`src/rtl/neopix_pkg.sv`:
```
// Shared types for the NeoPixel frame scheduler: pixel/colour types,
// scheduler FSM states and the default strip length.
// With NEOPIX_CLEAR_EN defined the state enum gains the CLEAR state.
package neopix_pkg;

  localparam int NUM_PIXELS_DEF = 16;
  localparam int PIX_W          = 5;
  localparam int COLOR_W        = 3;

  // {red, blue, green}
  typedef logic [COLOR_W-1:0] color_t;
  typedef logic [PIX_W-1:0]   pixel_idx_t;

  typedef enum logic [2:0] {
    S_IDLE,
    S_LOAD,
    S_SEND,
    S_HOLD,
    S_WAIT
`ifdef NEOPIX_CLEAR_EN
    ,
    S_CLEAR
`endif
  } state_t;

  // True when idx addresses a pixel that exists on a strip of n pixels.
  function automatic logic pixel_in_range(input pixel_idx_t idx, input int n);
    return (int'({1'b0, idx}) < n);
  endfunction

endpackage

```
`src/rtl/neopix_frame_sched_rr_arb.sv`:
```
// Two-way round-robin arbiter. r_ptr names the requester favoured when
// both request; it flips to the other requester on every accepted grant.
module neopix_rr_arb (
  input  logic       i_clock,
  input  logic       i_reset,
  input  logic [1:0] i_req,
  input  logic       i_advance,
  output logic [1:0] o_gnt
);

  logic r_ptr;

  // One-hot grant from the current requests and the tie-break pointer.
  always_comb begin
    o_gnt = 2'b00;
    case (i_req)
      2'b01:   o_gnt = 2'b01;
      2'b10:   o_gnt = 2'b10;
      2'b11:   o_gnt = r_ptr ? 2'b10 : 2'b01;
      default: o_gnt = 2'b00;
    endcase
  end

  // After granting requester 0 favour 1, and vice versa.
  always_ff @(posedge i_clock) begin
    if (i_reset) begin
      r_ptr <= 1'b0;
    end else if (i_advance && (|o_gnt)) begin
      r_ptr <= o_gnt[0];
    end
  end

endmodule

```
`src/rtl/neopix_frame_sched.sv`:
```
// Frame scheduler and two-way arbiter in front of the NeoPixel strip
// driver. Serialises single-pixel writes onto the driver load port,
// issues a frame-rate go strobe when the buffer is dirty, and holds off
// traffic while the driver shifts a frame out.
// Optional feature: NEOPIX_CLEAR_EN adds i_clear_all and the CLEAR state.
//
// state | meaning
// IDLE  | pick: pending go, stale tick drop, clear, or arbitrate a request
// LOAD  | grant cycle; registered write goes to the driver next cycle
// SEND  | drv_go cycle; clears go_pending and dirty
// HOLD  | one cycle ignoring drv_ready while the driver drops it
// WAIT  | wait for the driver to return ready, then frame_done
// CLEAR | (optional) colour-0 load to every pixel, one per 2 cycles
module neopix_frame_sched
  import neopix_pkg::*;
#(
  parameter int NUM_PIXELS   = NUM_PIXELS_DEF,
  parameter int FRAME_CYCLES = 833_333
) (
  input  logic                   i_clock,
  input  logic                   i_reset,
  input  logic [1:0]             i_req,
  input  pixel_idx_t [1:0]       i_req_pixel,
  input  color_t     [1:0]       i_req_color,
  output logic [1:0]             o_gnt,
  input  logic                   i_drv_ready,
  output logic                   o_drv_load,
  output pixel_idx_t             o_drv_pixel,
  output color_t                 o_drv_color,
  output logic                   o_drv_go,
  output logic                   o_frame_done
`ifdef NEOPIX_CLEAR_EN
  ,
  input  logic                   i_clear_all
`endif
);

  localparam int TMR_W = (FRAME_CYCLES > 1) ? $clog2(FRAME_CYCLES) : 1;
  localparam logic [TMR_W-1:0] TMR_LAST = TMR_W'(FRAME_CYCLES - 1);

  state_t           r_state;
  logic [TMR_W-1:0] r_timer;
  logic             r_go_pending;
  logic             r_dirty;
  pixel_idx_t       r_pix;
  color_t           r_col;
  logic [1:0]       r_gnt;
  logic             r_drv_load;
  pixel_idx_t       r_drv_pixel;
  color_t           r_drv_color;
  logic             r_drv_go;
  logic             r_frame_done;

  state_t           w_state_nxt;
  logic             w_wrap;
  logic [1:0]       w_arb_gnt;
  logic             w_win;
  logic             w_adv;
  logic             w_capture;
  logic [1:0]       w_gnt_nxt;
  logic             w_load_nxt;
  pixel_idx_t       w_load_pix;
  color_t           w_load_col;
  logic             w_go_nxt;
  logic             w_done_nxt;
  logic             w_go_clr;
  logic             w_dirty_set;
  logic             w_dirty_clr;

`ifdef NEOPIX_CLEAR_EN
  logic             r_clear_pending;
  pixel_idx_t       r_clr_idx;
  logic             r_clr_phase;
  logic             w_clr_take;
  pixel_idx_t       w_clr_idx_nxt;
  logic             w_clr_phase_nxt;
`endif

  assign w_wrap = (r_timer == TMR_LAST);
  assign w_win  = w_arb_gnt[1];

  neopix_rr_arb u_arb (
    .i_clock   (i_clock),
    .i_reset   (i_reset),
    .i_req     (i_req),
    .i_advance (w_adv),
    .o_gnt     (w_arb_gnt)
  );

  // Next-state and strobe decode; every strobe is registered below.
  always_comb begin
    w_state_nxt = r_state;
    w_adv       = 1'b0;
    w_capture   = 1'b0;
    w_gnt_nxt   = 2'b00;
    w_load_nxt  = 1'b0;
    w_load_pix  = '0;
    w_load_col  = '0;
    w_go_nxt    = 1'b0;
    w_done_nxt  = 1'b0;
    w_go_clr    = 1'b0;
    w_dirty_set = 1'b0;
    w_dirty_clr = 1'b0;
`ifdef NEOPIX_CLEAR_EN
    w_clr_take      = 1'b0;
    w_clr_idx_nxt   = r_clr_idx;
    w_clr_phase_nxt = r_clr_phase;
`endif
    case (r_state)
      S_IDLE: begin
        if (r_go_pending && r_dirty && i_drv_ready) begin
          w_go_nxt    = 1'b1;
          w_state_nxt = S_SEND;
        end else if (r_go_pending && !r_dirty) begin
          // Nothing changed since the last frame: drop the tick silently.
          w_go_clr = 1'b1;
        end
`ifdef NEOPIX_CLEAR_EN
        else if (r_clear_pending) begin
          w_clr_take      = 1'b1;
          w_clr_idx_nxt   = '0;
          w_clr_phase_nxt = 1'b0;
          w_state_nxt     = S_CLEAR;
        end
`endif
        else if ((|i_req) && i_drv_ready) begin
          w_adv       = 1'b1;
          w_capture   = 1'b1;
          w_gnt_nxt   = w_arb_gnt;
          w_state_nxt = S_LOAD;
        end
      end
      S_LOAD: begin
        // Out-of-range writes are granted but never reach the driver.
        if (pixel_in_range(r_pix, NUM_PIXELS)) begin
          w_load_nxt  = 1'b1;
          w_load_pix  = r_pix;
          w_load_col  = r_col;
          w_dirty_set = 1'b1;
        end
        w_state_nxt = S_IDLE;
      end
      S_SEND: begin
        w_go_clr    = 1'b1;
        w_dirty_clr = 1'b1;
        w_state_nxt = S_HOLD;
      end
      S_HOLD: begin
        w_state_nxt = S_WAIT;
      end
      S_WAIT: begin
        if (i_drv_ready) begin
          w_done_nxt  = 1'b1;
          w_state_nxt = S_IDLE;
        end
      end
`ifdef NEOPIX_CLEAR_EN
      S_CLEAR: begin
        if (!r_clr_phase) begin
          // Issue phase waits for the driver; the index is kept meanwhile.
          if (i_drv_ready) begin
            w_load_nxt      = 1'b1;
            w_load_pix      = r_clr_idx;
            w_load_col      = '0;
            w_clr_phase_nxt = 1'b1;
          end
        end else begin
          w_clr_phase_nxt = 1'b0;
          if (r_clr_idx == PIX_W'(NUM_PIXELS - 1)) begin
            w_clr_idx_nxt = '0;
            w_dirty_set   = 1'b1;
            w_state_nxt   = S_IDLE;
          end else begin
            w_clr_idx_nxt = r_clr_idx + PIX_W'(1);
          end
        end
      end
`endif
      default: begin
        w_state_nxt = S_IDLE;
      end
    endcase
  end

  // State, frame timer, flags, captured write and registered outputs.
  always_ff @(posedge i_clock) begin
    if (i_reset) begin
      r_state      <= S_IDLE;
      r_timer      <= '0;
      r_go_pending <= 1'b0;
      r_dirty      <= 1'b0;
      r_pix        <= '0;
      r_col        <= '0;
      r_gnt        <= 2'b00;
      r_drv_load   <= 1'b0;
      r_drv_pixel  <= '0;
      r_drv_color  <= '0;
      r_drv_go     <= 1'b0;
      r_frame_done <= 1'b0;
    end else begin
      r_state <= w_state_nxt;
      r_timer <= w_wrap ? '0 : r_timer + TMR_W'(1);
      // A tick always wins over a same-cycle clear so it is never lost.
      if (w_wrap) begin
        r_go_pending <= 1'b1;
      end else if (w_go_clr) begin
        r_go_pending <= 1'b0;
      end
      if (w_dirty_set) begin
        r_dirty <= 1'b1;
      end else if (w_dirty_clr) begin
        r_dirty <= 1'b0;
      end
      if (w_capture) begin
        r_pix <= i_req_pixel[w_win];
        r_col <= i_req_color[w_win];
      end
      r_gnt        <= w_gnt_nxt;
      r_drv_load   <= w_load_nxt;
      r_drv_pixel  <= w_load_pix;
      r_drv_color  <= w_load_col;
      r_drv_go     <= w_go_nxt;
      r_frame_done <= w_done_nxt;
    end
  end

`ifdef NEOPIX_CLEAR_EN
  // Clear request latch and sweep position.
  always_ff @(posedge i_clock) begin
    if (i_reset) begin
      r_clear_pending <= 1'b0;
      r_clr_idx       <= '0;
      r_clr_phase     <= 1'b0;
    end else begin
      if (i_clear_all) begin
        r_clear_pending <= 1'b1;
      end else if (w_clr_take) begin
        r_clear_pending <= 1'b0;
      end
      r_clr_idx   <= w_clr_idx_nxt;
      r_clr_phase <= w_clr_phase_nxt;
    end
  end
`endif

  assign o_gnt        = r_gnt;
  assign o_drv_load   = r_drv_load;
  assign o_drv_pixel  = r_drv_pixel;
  assign o_drv_color  = r_drv_color;
  assign o_drv_go     = r_drv_go;
  assign o_frame_done = r_frame_done;

endmodule

```
`config.mk`:
```
export PLATFORM = sky130hd
export DESIGN_NAME = neopix_frame_sched
export DESIGN_NICKNAME = d
export VERILOG_FILES = /design/src/rtl/neopix_pkg.sv /design/src/rtl/neopix_frame_sched_rr_arb.sv /design/src/rtl/neopix_frame_sched.sv
export SDC_FILE = /design/constraint.sdc
export NUM_CORES = 1
export LEC_CHECK = 0
export CAP_MARGIN = 0
export CORE_ASPECT_RATIO = 0.8
export CORE_MARGIN = 5
export CORE_UTILIZATION = 38
export CTS_BUF_LIST = sky130_fd_sc_hd__clkbuf_16
export DETAILED_ROUTE_END_ITERATION = 16
export HOLD_SLACK_MARGIN = 0.03
export PLACE_DENSITY = 0.63
export RECOVER_POWER = 100
export SLEW_MARGIN = 15
export SYNTH_ARGS = -nofsm -noshare
export SYNTH_HDL_FRONTEND = slang
export SYNTH_HIERARCHICAL = 1
export SYNTH_SLANG_ARGS = --single-unit
```
`constraint.sdc`:
```
create_clock -name i_clock -period 2.15 [get_ports i_clock]
set_input_delay 0.645 -clock i_clock [delete_from_list [all_inputs] [get_ports i_clock]]
set_output_delay 0.645 -clock i_clock [all_outputs]
set_load 0.02 [all_outputs]
```
# After elaboration in Yosys (flattened, before gate mapping)
# Index checks and enable logic that the tools add are counted.
# Widths: inputs -> output; s select.
# word_totals
regBits	47
wordCells	76
out_inout_bits	13
in_bits	21
# classes
reduce_logical	17
eq_ne	11
bitwise	5
n_mux	27
addsub	1
n_lt_le_gt_ge	2
# op_table
op	count
$add 20x1->20 const B	1
$eq 20x20->1 const B	1
$mux 3	6
$mux 1	15
$pmux 3 s4	1
$mux 5	2
$reduce_or 2->1	5
$eq 3x2->1 const B	2
$ne 3x3->1 const B	2
$pmux 2 s3	1
$logic_and 1x1->1	5
$lt 5x5->1 const B	1
$not 1->1	5
$reduce_or 5->1	1
$eq 2x2->1 const B	2
$reduce_bool 2->1	2
$eq 3x1->1 const B	1
$eq 3x3->1 const B	1
$logic_not 3->1	1
$reduce_and 3->1	1
$reduce_or 3->1	1
$eq 2x1->1 const B	1
$lt 1x2->1 const B	1
$mux 2	1
3 further kinds	3

# Logic depth before layout (Yosys ltp)
# Gate-level depths: netlist of run 1.
# logic_depth
word_depth	7
depth_mapped	8
mapped_depth_nobuf	6

# Cells and area by module
# Netlist of run 1, hierarchy kept.
# by_module_without_submodules
mod	cells_each	seq_area_each_um2	area_per_inst_um2	instances
neopix_frame_sched	201	920.9	1910.6	1
neopix_rr_arb	7	20.0	65.1	1

# Least setup slack after synthesis of run 1
# No wires, ideal clock.
# synth_timing
path_kind	input port to flip-flop
start	input port i_drv_ready
end	register r_pix[3]
n_path_buf	1
required_ps	2064
arrival_time_ps	1790
setup_time_ps	86
cell_stages	5
path_slack_ps	275
path_cell_list	or3b_2 > nor3_4 > buf_4 > nor2_1 > a211oi_1
# synth_between
elab_chain_len	5
word_cells_on_any_way	6
classes_between	4 x mux; 2 x reduce/logical
# synth_lines
item	line_no	rtl
from (decl)	neopix_frame_sched.sv:26	input logic i_drv_ready,
$logic_and 1x1->1	neopix_frame_sched.sv:126	else if ((|i_req) && i_drv_ready) begin
$mux 1 (2 in a row)	n/a	
$mux 1 (*) (2 in a row)	n/a	
named net w_adv	neopix_frame_sched.sv:58	logic w_adv;
to (signal assigned)	neopix_frame_sched.sv:215	r_pix <= i_req_pixel[w_win];
to (decl)	neopix_frame_sched.sv:45	pixel_idx_t r_pix;
# Mark *: on every way through the listed nets, which the timed path passes. The rest lies on a longest branch.
# A chain may end at the register's enable or synchronous reset.

# Worst setup path after layout of run 1
# layout_timing
start	input port i_drv_ready
end	register r_pix[2]
# layout_between
elab_chain_len	5
word_cells_on_any_way	6
classes_between	4 x mux; 2 x reduce/logical
# layout_lines
item	line_no	rtl
$logic_and 1x1->1	neopix_frame_sched.sv:126	
$mux 1	neopix_frame_sched.sv:126	
$mux 1	neopix_frame_sched.sv:114	end else if (r_go_pending && !r_dirty) begin
$mux 1 (*)	neopix_frame_sched.sv:111	if (r_go_pending && r_dirty && i_drv_ready) begin
$mux 1 (*)	neopix_frame_sched.sv:109	case (r_state)
# Mark *: on every way between the ends. The rest lies on a longest branch, timed or not.

==> metrics.cfg, run 1 <==
[status]
status=complete, no violations

[synthesis]
ys_seq_elements=47
synth_area_sq_um=1976
synth_flop_cell=dfxtp_1
synthTopCellsByArea=dfxtp_1 (48%), nor2_1 (6.6%), xnor2_1 (5.3%), mux2i_1 (4.1%), nor4_1 (3.2%)
synthCells=208
ys_seq_area_share_pct=47.63
synth.top_cell.area_share_pct=47.63
syn_nets=231
yosysUniqueCellTypes=47
yosysTopAreaCell=dfxtp_1
syn_area_per_cell_sq_um=9.498
synth_edf_count=0
synthArstFlopShare_pct=0
yosysWarnings=6

[cts]
holdBufCountCts=0
post-cts-setup-buffers=0
path_clk_slew_ns=0.06
cts_tree=done
cts.root.buffer_cell=clkbuf_16
cts_resized=0
cts_buffers=5
cts_buffer_depth=2
h-tree-depth=2
clock-sinks=47
clock_latency_ns=0.29

[floorplan]
core_sq_um=5036
die_x_microns=90.62
start_util_pct=39.23
die_h_microns=74.49
ios=34
die_area_sq_um=6750
num_rows=23

[job]
cap_violations=0

[route]
drt_iter0_markers=52
via_per_inst=4.822
route.detailed.drc=0
routed_wirelength_microns=4020
wl_per_cell_microns=12.76
vias=1519
ant_nets=0
drtPass1Iterations=4

[worst_setup_path]
slowest_delay_ns=0.48
critPathMaxFanout=18
crit_family=simple AND/OR/NAND/NOR gates
arrival_ns=2.22
start_kind=input pin
regToRegSetupSlack_ns=0.15
crit_required_ns=2.35
reg2reg_from=r_timer[14]
worstRegToRegCells=5
path_class=input pin to flip-flop
critPathBufInv=2
crit_path_top_delay_cell=clkdlybuf4s50_1
end_kind=flip-flop
r2r_end=r_timer[2]
crit_chain=clkdlybuf4s50_1 -> or3b_2 -> nor3_2 -> buf_12 -> nor2_1 -> a211oi_1

[min_path]
whs_endpoint=o_drv_pixel[0]
hold_class=flip-flop to flip-flop
hold_depth=1
min-delay-start=r_pix[0]

[placement]
dpl_cell_area_sq_um=2424
dpl.hpwl_microns=2955
gp_congestion=0.7482
io_buffers=33
dp_slack_ns=-0.1650

[power_and_ir_drop]
power_switching_uw=411.9
power_frac_clock_pct=48.1
swShare_pct=20.03
p_comb_share_pct=7.5
p_int_mw=1.644
ir_drop_mv=0.5084
pwr-share-seq_pct=44.4
powerDensity_nw_per_um2=796.6
p_leak_nw=0.9684

[sta]
layout_setup_ws_ns=0.1307
setup-violations-final=0
slew_viol_final=0
tightest_slew_ns=0.5167
hold-worst-slack_ns=0.4559
timing.final.crit_share_pct=93.92
fmax_ghz=0.4952
maxSlewHeadroom_pct=65.23
hold_viol_final=0
rsz0062_at_grt=no
min_period_ns=2.019
skew_ns=0.003774

[finish]
nNetsFinal=275
mostFrequentLayoutCell=dfxtp_1
num_antenna_cells=0
area_growth_pct=30.65
final_layout_size_suffix_gt1_share_pct=8.696
design_area_sq_um=2581
final_cell_mix=dfxtp_1 (47), nor2_1 (35), clkdlybuf4s50_1 (19)
n_fill_cell=465

[global_routing]
antenna_found_initial=0
grt_start_max_net_pins=19
track_usage_pct=12.24
grt_pass1_vias=1386
grt_pass1_wl_microns=6451
grt_remaining_overflow=0

logic make-up (layout without fill, tap and decap cells):
| kind of cell | Yosys count | count (layout) | share of synthesized area, % |
|---|---|---|---|
| buffers and inverters | 18 | 63 | 5.257 |
| AND/OR/NAND/NOR | 92 | 92 | 25.84 |
| XOR/XNOR | 14 | 14 | 6.207 |
| multiplexers | 8 | 8 | 4.053 |
| adder cells (fa/ha/maj) | 2 | 2 | 1.266 |
| flip-flops | 47 | 47 | 47.62 |
| AO/OA/AOI/OAI | 26 | 26 | 9.563 |
| other | 1 | 1 | 0.1898 |
flip-flops by register name, summed over array words and instances (netlist names):
signal        cells
o_drv_go          1
r_dirty           1
u_arb/r_ptr       1
o_drv_pixel       5
r_timer          20
r_col             3
o_gnt             2
r_go_pending      1
o_frame_done      1
o_drv_load        1
r_pix             5
r_state           3
o_drv_color       3
worst max-delay path by stage:
stage / startpoint / end / slack, ns / depth (start not counted)
CTS: i_drv_ready / r_pix[2] / 0.14 / 6
global route: r_timer[8] / r_timer[2] / 0.04 / 5
floorplan: i_drv_ready / r_pix[3] / 0.27 / 5
detailed placement: i_drv_ready / r_pix[2] / -0.16 / 6
finish: i_drv_ready / r_pix[2] / 0.13 / 6
global placement: i_drv_ready / r_col[0] / -0.11 / 6
Yosys cell counts (4+ instances only):
cell type / number
dfxtp_1: 47
and2_1: 9
nor4_1: 10
a211oi_1: 8
nand2_1: 4
nor2_1: 35
mux2i_1: 8
inv_1: 9
nor3_1: 5
nand3_1: 7
a21oi_1: 4
xnor2_1: 12
nand4_1: 6
cell type report:
cell class              instances  area [sq um]  area share [%]
well taps                      62         77.57           3.005
inverters                       9         33.78           1.309
clock inverters                 3         63.81           2.472
flip-flops and latches         47         940.9           36.45
multi-input cells             143         919.6           35.63
clock buffers                   5         125.1           4.847
repair buffers                 46         420.4           16.29
metrics by stage:
step           setup TNS [ns]  cells  util (%)  power (mW)
6_report                    0    315     51.25       2.056
5_1_grt                     0    315     51.25       2.132
4_1_cts                     0    315     51.88       2.081
3_5_place_dp           -1.308    307     48.12       1.097
3_3_place_gp           -1.050    307     48.12       1.094
2_1_floorplan               0    208         -       1.017
power by group through the flow:
stage                     clock network [mW]  logic, mW  registers, mW
after global routing                    1.04      0.172          0.916
after floorplan                            0     0.0814          0.935
after CTS                               1.00      0.165          0.913
after detailed placement                   0      0.164          0.933
after global placement                     0      0.162          0.932
final                                  0.989      0.154          0.913
routing by layer:
| metal | GRT usage, % | share of wire (%) | vias to the layer above |
|---|---|---|---|
| met5 | 0 | 0 | - |
| met4 | 5.455 | 1.9 | 0 |
| met3 | 4.651 | 4.0 | 6 |
| met2 | 17.89 | 41 | 19 |
| met1 | 16.17 | 53 | 676 |
| li1 | - | - | 818 |
Power figures use the tool's default switching activity.
==> run 2, diff against run 1 <==
--- a/config.mk
+++ b/config.mk
@@ -11,9 +11,9 @@
 export CORE_UTILIZATION = 38
 export CTS_BUF_LIST = sky130_fd_sc_hd__clkbuf_16
 export DETAILED_ROUTE_END_ITERATION = 16
-export HOLD_SLACK_MARGIN = 0.03
 export PLACE_DENSITY = 0.63
 export RECOVER_POWER = 100
+export REMOVE_ABC_BUFFERS = 1
 export SLEW_MARGIN = 15
 export SYNTH_ARGS = -nofsm -noshare
 export SYNTH_HDL_FRONTEND = slang
==> run 2 against run 1 <==
  * Largest cell class unchanged
  * Critical path type unchanged
  * Clock-buffer cell count unchanged
  * Worst setup slack worse by 0.017 ns
  * Die area unchanged
  * Power up 0.11%
  * Largest power group unchanged
  * Register-to-register slack better by 0.03 ns
  * Final cell count up 0.63%
  * Sequential share of layout area down 0.47 points
==> metrics.cfg, run 2 (synthesis results as in run 1) <==
[status]
status=complete, no violations

[cts]
holdBufCountCts=0
clock-sinks=47
cts_tree=done
cts.root.buffer_cell=clkbuf_16
post-cts-setup-buffers=0
h-tree-depth=2
cts_buffer_depth=2
path_clk_slew_ns=0.06
cts_resized=1
clock_latency_ns=0.28
cts_buffers=5

[route]
ant_nets=0
wl_per_cell_microns=12.70
via_per_inst=4.927
top_layer=met4
routed_wirelength_microns=4026
met1_length_microns=2074
route.met3.wl_microns=163
vias=1562
route.detailed.drc=0
wl_met2_microns=1739
drt_iter0_markers=91
drtPass1Iterations=4

[job]
cap_violations=0

[placement]
dpl.hpwl_microns=3005
dpl_cell_area_sq_um=2451
gp_congestion=0.7438
io_buffers=33

[worst_setup_path]
critPathMaxFanout=3
end_kind=flip-flop
worstRegToRegCells=5
reg2reg_from=r_timer[2]
r2r_end=r_timer[4]
crit_required_ns=2.37
regToRegSetupSlack_ns=0.18
path_class=input pin to flip-flop
arrival_ns=2.25
crit_start=i_drv_ready
start_kind=input pin

[min_path]
min-delay-start=r_pix[3]
whs_endpoint=o_drv_pixel[3]
hold_depth=1
hold_class=flip-flop to flip-flop

[sta]
hold_viol_final=0
fmax_ghz=0.4912
tightest_slew_ns=0.6444
maxSlewHeadroom_pct=56.71
min_period_ns=2.036
final.setup.tns_ns=0
setup-violations-final=0
slew_viol_final=0
timing.final.crit_share_pct=94.69
skew_ns=0.004356
rsz0062_at_grt=no

[floorplan]
die_h_microns=74.49
core_sq_um=5036
die_area_sq_um=6750
start_util_pct=39.23
ios=34
num_rows=23
die_x_microns=90.62

[power_and_ir_drop]
ir_drop_mv=0.5362
powerDensity_nw_per_um2=787.2
power_mw=2.058
p_leak_nw=0.9775

[finish]
mostFrequentLayoutCell=dfxtp_1
largest_register_ff_count=20
final_layout_size_suffix_gt1_share_pct=10.20
final_cell_mix=dfxtp_1 (47), nor2_1 (35), clkdlybuf4s50_1 (19)
n_fill_cell=467
nNetsFinal=277
final_core_util_pct=51.93
design_area_sq_um=2615
largest_register=r_timer
num_antenna_cells=0
area_growth_pct=32.36

[global_routing]
grt_pass1_wl_microns=6699
antenna_found_initial=0
grt_start_max_net_pins=19
grt_remaining_overflow=0
track_usage_pct=12.31
grt_pass1_vias=1430

==> run 2: changes by cell type in the layout (fill, tap and decap cells not counted), sizes merged <==
cell	change
inv	-1
clkbuf	-3
buf	+5
clkinvlp	+1
==> run 2: area by class of cell <==
class,instances,area (sq um),area share (%)
clock inverters,3,67.56,2.584
multi-input cells,143,925.9,35.41
flip-flops and latches,47,940.9,35.98
clock buffers,5,125.1,4.785
inverters,9,33.78,1.292
well taps,62,77.57,2.967
repair buffers,48,444.2,16.99
==> run 2: how the worst max path moves through the flow <==
stage / endpoint / depth (start not counted)
global placement: o_gnt[0] / 5
finish: o_gnt[0] / 5
detailed placement: o_gnt[0] / 5
floorplan: r_col[0] / 3
CTS: r_pix[2] / 6
global route: r_timer[4] / 5
==> run 2: power by group <==
part | internal [mW] | switching, mW
registers | 0.897 | 0.0175
clock network | 0.665 | 0.319
logic | 0.0884 | 0.0714
==> run 2: routing by layer <==
metal | GRT usage (%) | up-vias
li1 | - | 824
met4 | 4.463 | 0
met5 | 0 | -
met2 | 17.97 | 32
met1 | 17.68 | 701
met3 | 3.033 | 5
==> run 2: critical path: stages <==
cell             delay, ns
clkdlybuf4s50_1       0.47
or3b_2                0.50
clkbuf_1              0.16
nor4_2                0.29
and2_0                0.19
==> run 2: metrics by stage <==
stage          instances  hold WS, ns  worst slack, ns
2_1_floorplan        199       0.4305          0.07580
3_3_place_gp         309       0.4404          -0.2355
3_5_place_dp         309       0.4429          -0.2877
4_1_cts              317       0.4583           0.1393
5_1_grt              317       0.4714          0.02125
6_report             317       0.4528           0.1141
==> run 3, diff against run 2 <==
==> constraint.sdc (replaced) <==
create_clock -name i_clock -period 2.1 [get_ports i_clock]
set_input_delay 0.63 -clock i_clock [delete_from_list [all_inputs] [get_ports i_clock]]
set_output_delay 0.63 -clock i_clock [all_outputs]
set_load 0.02 [all_outputs]
==> run 3 against run 2 <==
  * Sequential power increased by 2%
  * Final cell count unchanged
  * Global-route usage increased by 0.15 points
  * Die area unchanged
  * Power decreased by 9.6%
  * First-iteration DRC count decreased by 6.6%
  * Non-clock buffer count unchanged
  * Clock skew about the same
  * Critical endpoint is now r_pix[2]
  * Largest power group is now registers
  * Highest routed layer unchanged
==> metrics.cfg, run 3 (synthesis results as in run 1) <==
[finish]
area_growth_pct=29.32
num_antenna_cells=0
final_cell_mix=dfxtp_1 (47), nor2_1 (35), clkdlybuf4s50_1 (19)
n_fill_cell=472
multi_input_area_sq_um=925.9
final_core_util_pct=50.73
nNetsFinal=277
mostFrequentLayoutCell=dfxtp_1
largest_register=r_timer
final_layout_size_suffix_gt1_share_pct=9.412
seq_area_sq_um=940.9
largest_register_ff_count=20
design_area_sq_um=2555

[route]
routed_wirelength_microns=4163
drt_iter0_markers=85
drtPass1Iterations=4
route.detailed.drc=0
ant_nets=0
vias=1573
via_per_inst=4.962
wl_per_cell_microns=13.13

[cts]
h-tree-depth=2
holdBufCountCts=0
cts_buffers=5
cts.root.buffer_cell=clkbuf_16
cts_buffer_depth=2
clock-sinks=47
path_clk_slew_ns=0.06
cts_tree=done
clock_latency_ns=0.28

[power_and_ir_drop]
p_leak_nw=0.9549
ir_drop_mv=0.6794
powerDensity_nw_per_um2=728.0

[worst_setup_path]
worstRegToRegCells=5
path_class=input pin to flip-flop
reg2reg_from=r_timer[14]
crit_required_ns=2.29
end_kind=flip-flop
regToRegSetupSlack_ns=0.15
critPathMaxFanout=18
start_kind=input pin
arrival_ns=2.18
r2r_end=r_timer[3]

[floorplan]
die_h_microns=74.49
die_x_microns=90.62
start_util_pct=39.23
core_sq_um=5036
ios=34
num_rows=23
die_area_sq_um=6750

[sta]
timing.final.crit_share_pct=94.94
rsz0062_at_grt=no
fmax_ghz=0.5016
setup-violations-final=0
maxSlewHeadroom_pct=64.97
tightest_slew_ns=0.5207
hold_viol_final=0
min_period_ns=1.994
slew_viol_final=0
skew_ns=0.004329

[status]
status=complete, no violations

[min_path]
hold_class=flip-flop to flip-flop
min-delay-start=r_col[2]
whs_endpoint=o_drv_color[2]
hold_depth=1

[global_routing]
grt_start_max_net_pins=19
track_usage_pct=12.46
antenna_found_initial=0
grt_pass1_wl_microns=6727
grt_pass1_vias=1403
grt_remaining_overflow=0

[placement]
dpl.hpwl_microns=3004
io_buffers=33
dpl_cell_area_sq_um=2451
gp_congestion=0.7562

[job]
cap_violations=0

[run 3: changes by cell type in the layout (fill, tap and decap cells not counted), moves of 2 or more]
cell	change
bufinv_16	-2
clkbuf_1	+2
buf_4	-3
clkinv_2	+3
[run 3: layer usage]
metal	global-route usage (%)	vias up	wire (microns)
met1	17.61	720	2122
li1	-	823	-
met2	18.21	25	1791
met3	3.236	5	189
met4	4.959	0	60
met5	0	-	0
[run 3: where the power goes]
part	internal [mW]	switching (mW)	leakage, nW
Sequential	0.918	0.0160	0.382
Combinational	0.0903	0.0744	0.499
Clock	0.435	0.326	0.0733
[run 3: worst max path at each step]
stage                      from              to  cells past startpoint
floorplan              i_req[1]        r_col[0]                      3
global placement    i_drv_ready        o_gnt[0]                      5
detailed placement  i_drv_ready        o_gnt[1]                      5
CTS                 i_drv_ready        r_col[0]                      6
global route            i_reset  o_drv_pixel[3]                      5
finish              i_drv_ready        r_pix[2]                      6
[run 3: repair_timing]
action                                 4_1_cts  5_1_grt
buffers inserted                             0        0
endpoints found under the hold margin        0        0
setup endpoints to repair                    2        0
gates resized for setup                      1        0
[run 3: critical path, stage by stage]
cell	delay [ns]
clkdlybuf4s50_1	0.46
or3b_2	0.49
nor3_4	0.17
buf_12	0.17
nor2_1	0.05
a211oi_1	0.21
[run 3: cell type report]
class                      count  share of cell area, %
tap                           62                  3.036
inverter                       9                  1.322
clock inverter                 3                 0.5877
multi-input combinational    143                  36.24
timing repair buffer          48                  17.09
sequential                    47                  36.83
clock buffer                   5                  4.897
[run 3: metrics by stage]
stage	hold WS, ns	TNS (ns)	power [mW]	std cells	setup slack, ns
floorplan	0.4305	0	1.028	199	0.04080
global placement	0.4421	-1.704	1.125	309	-0.3089
detailed placement	0.4403	-2.041	1.128	309	-0.3522
global route	0.4701	0	1.941	317	0.02667
finish	0.4503	0	1.860	317	0.1062
CTS	0.4557	0	1.895	317	0.1019
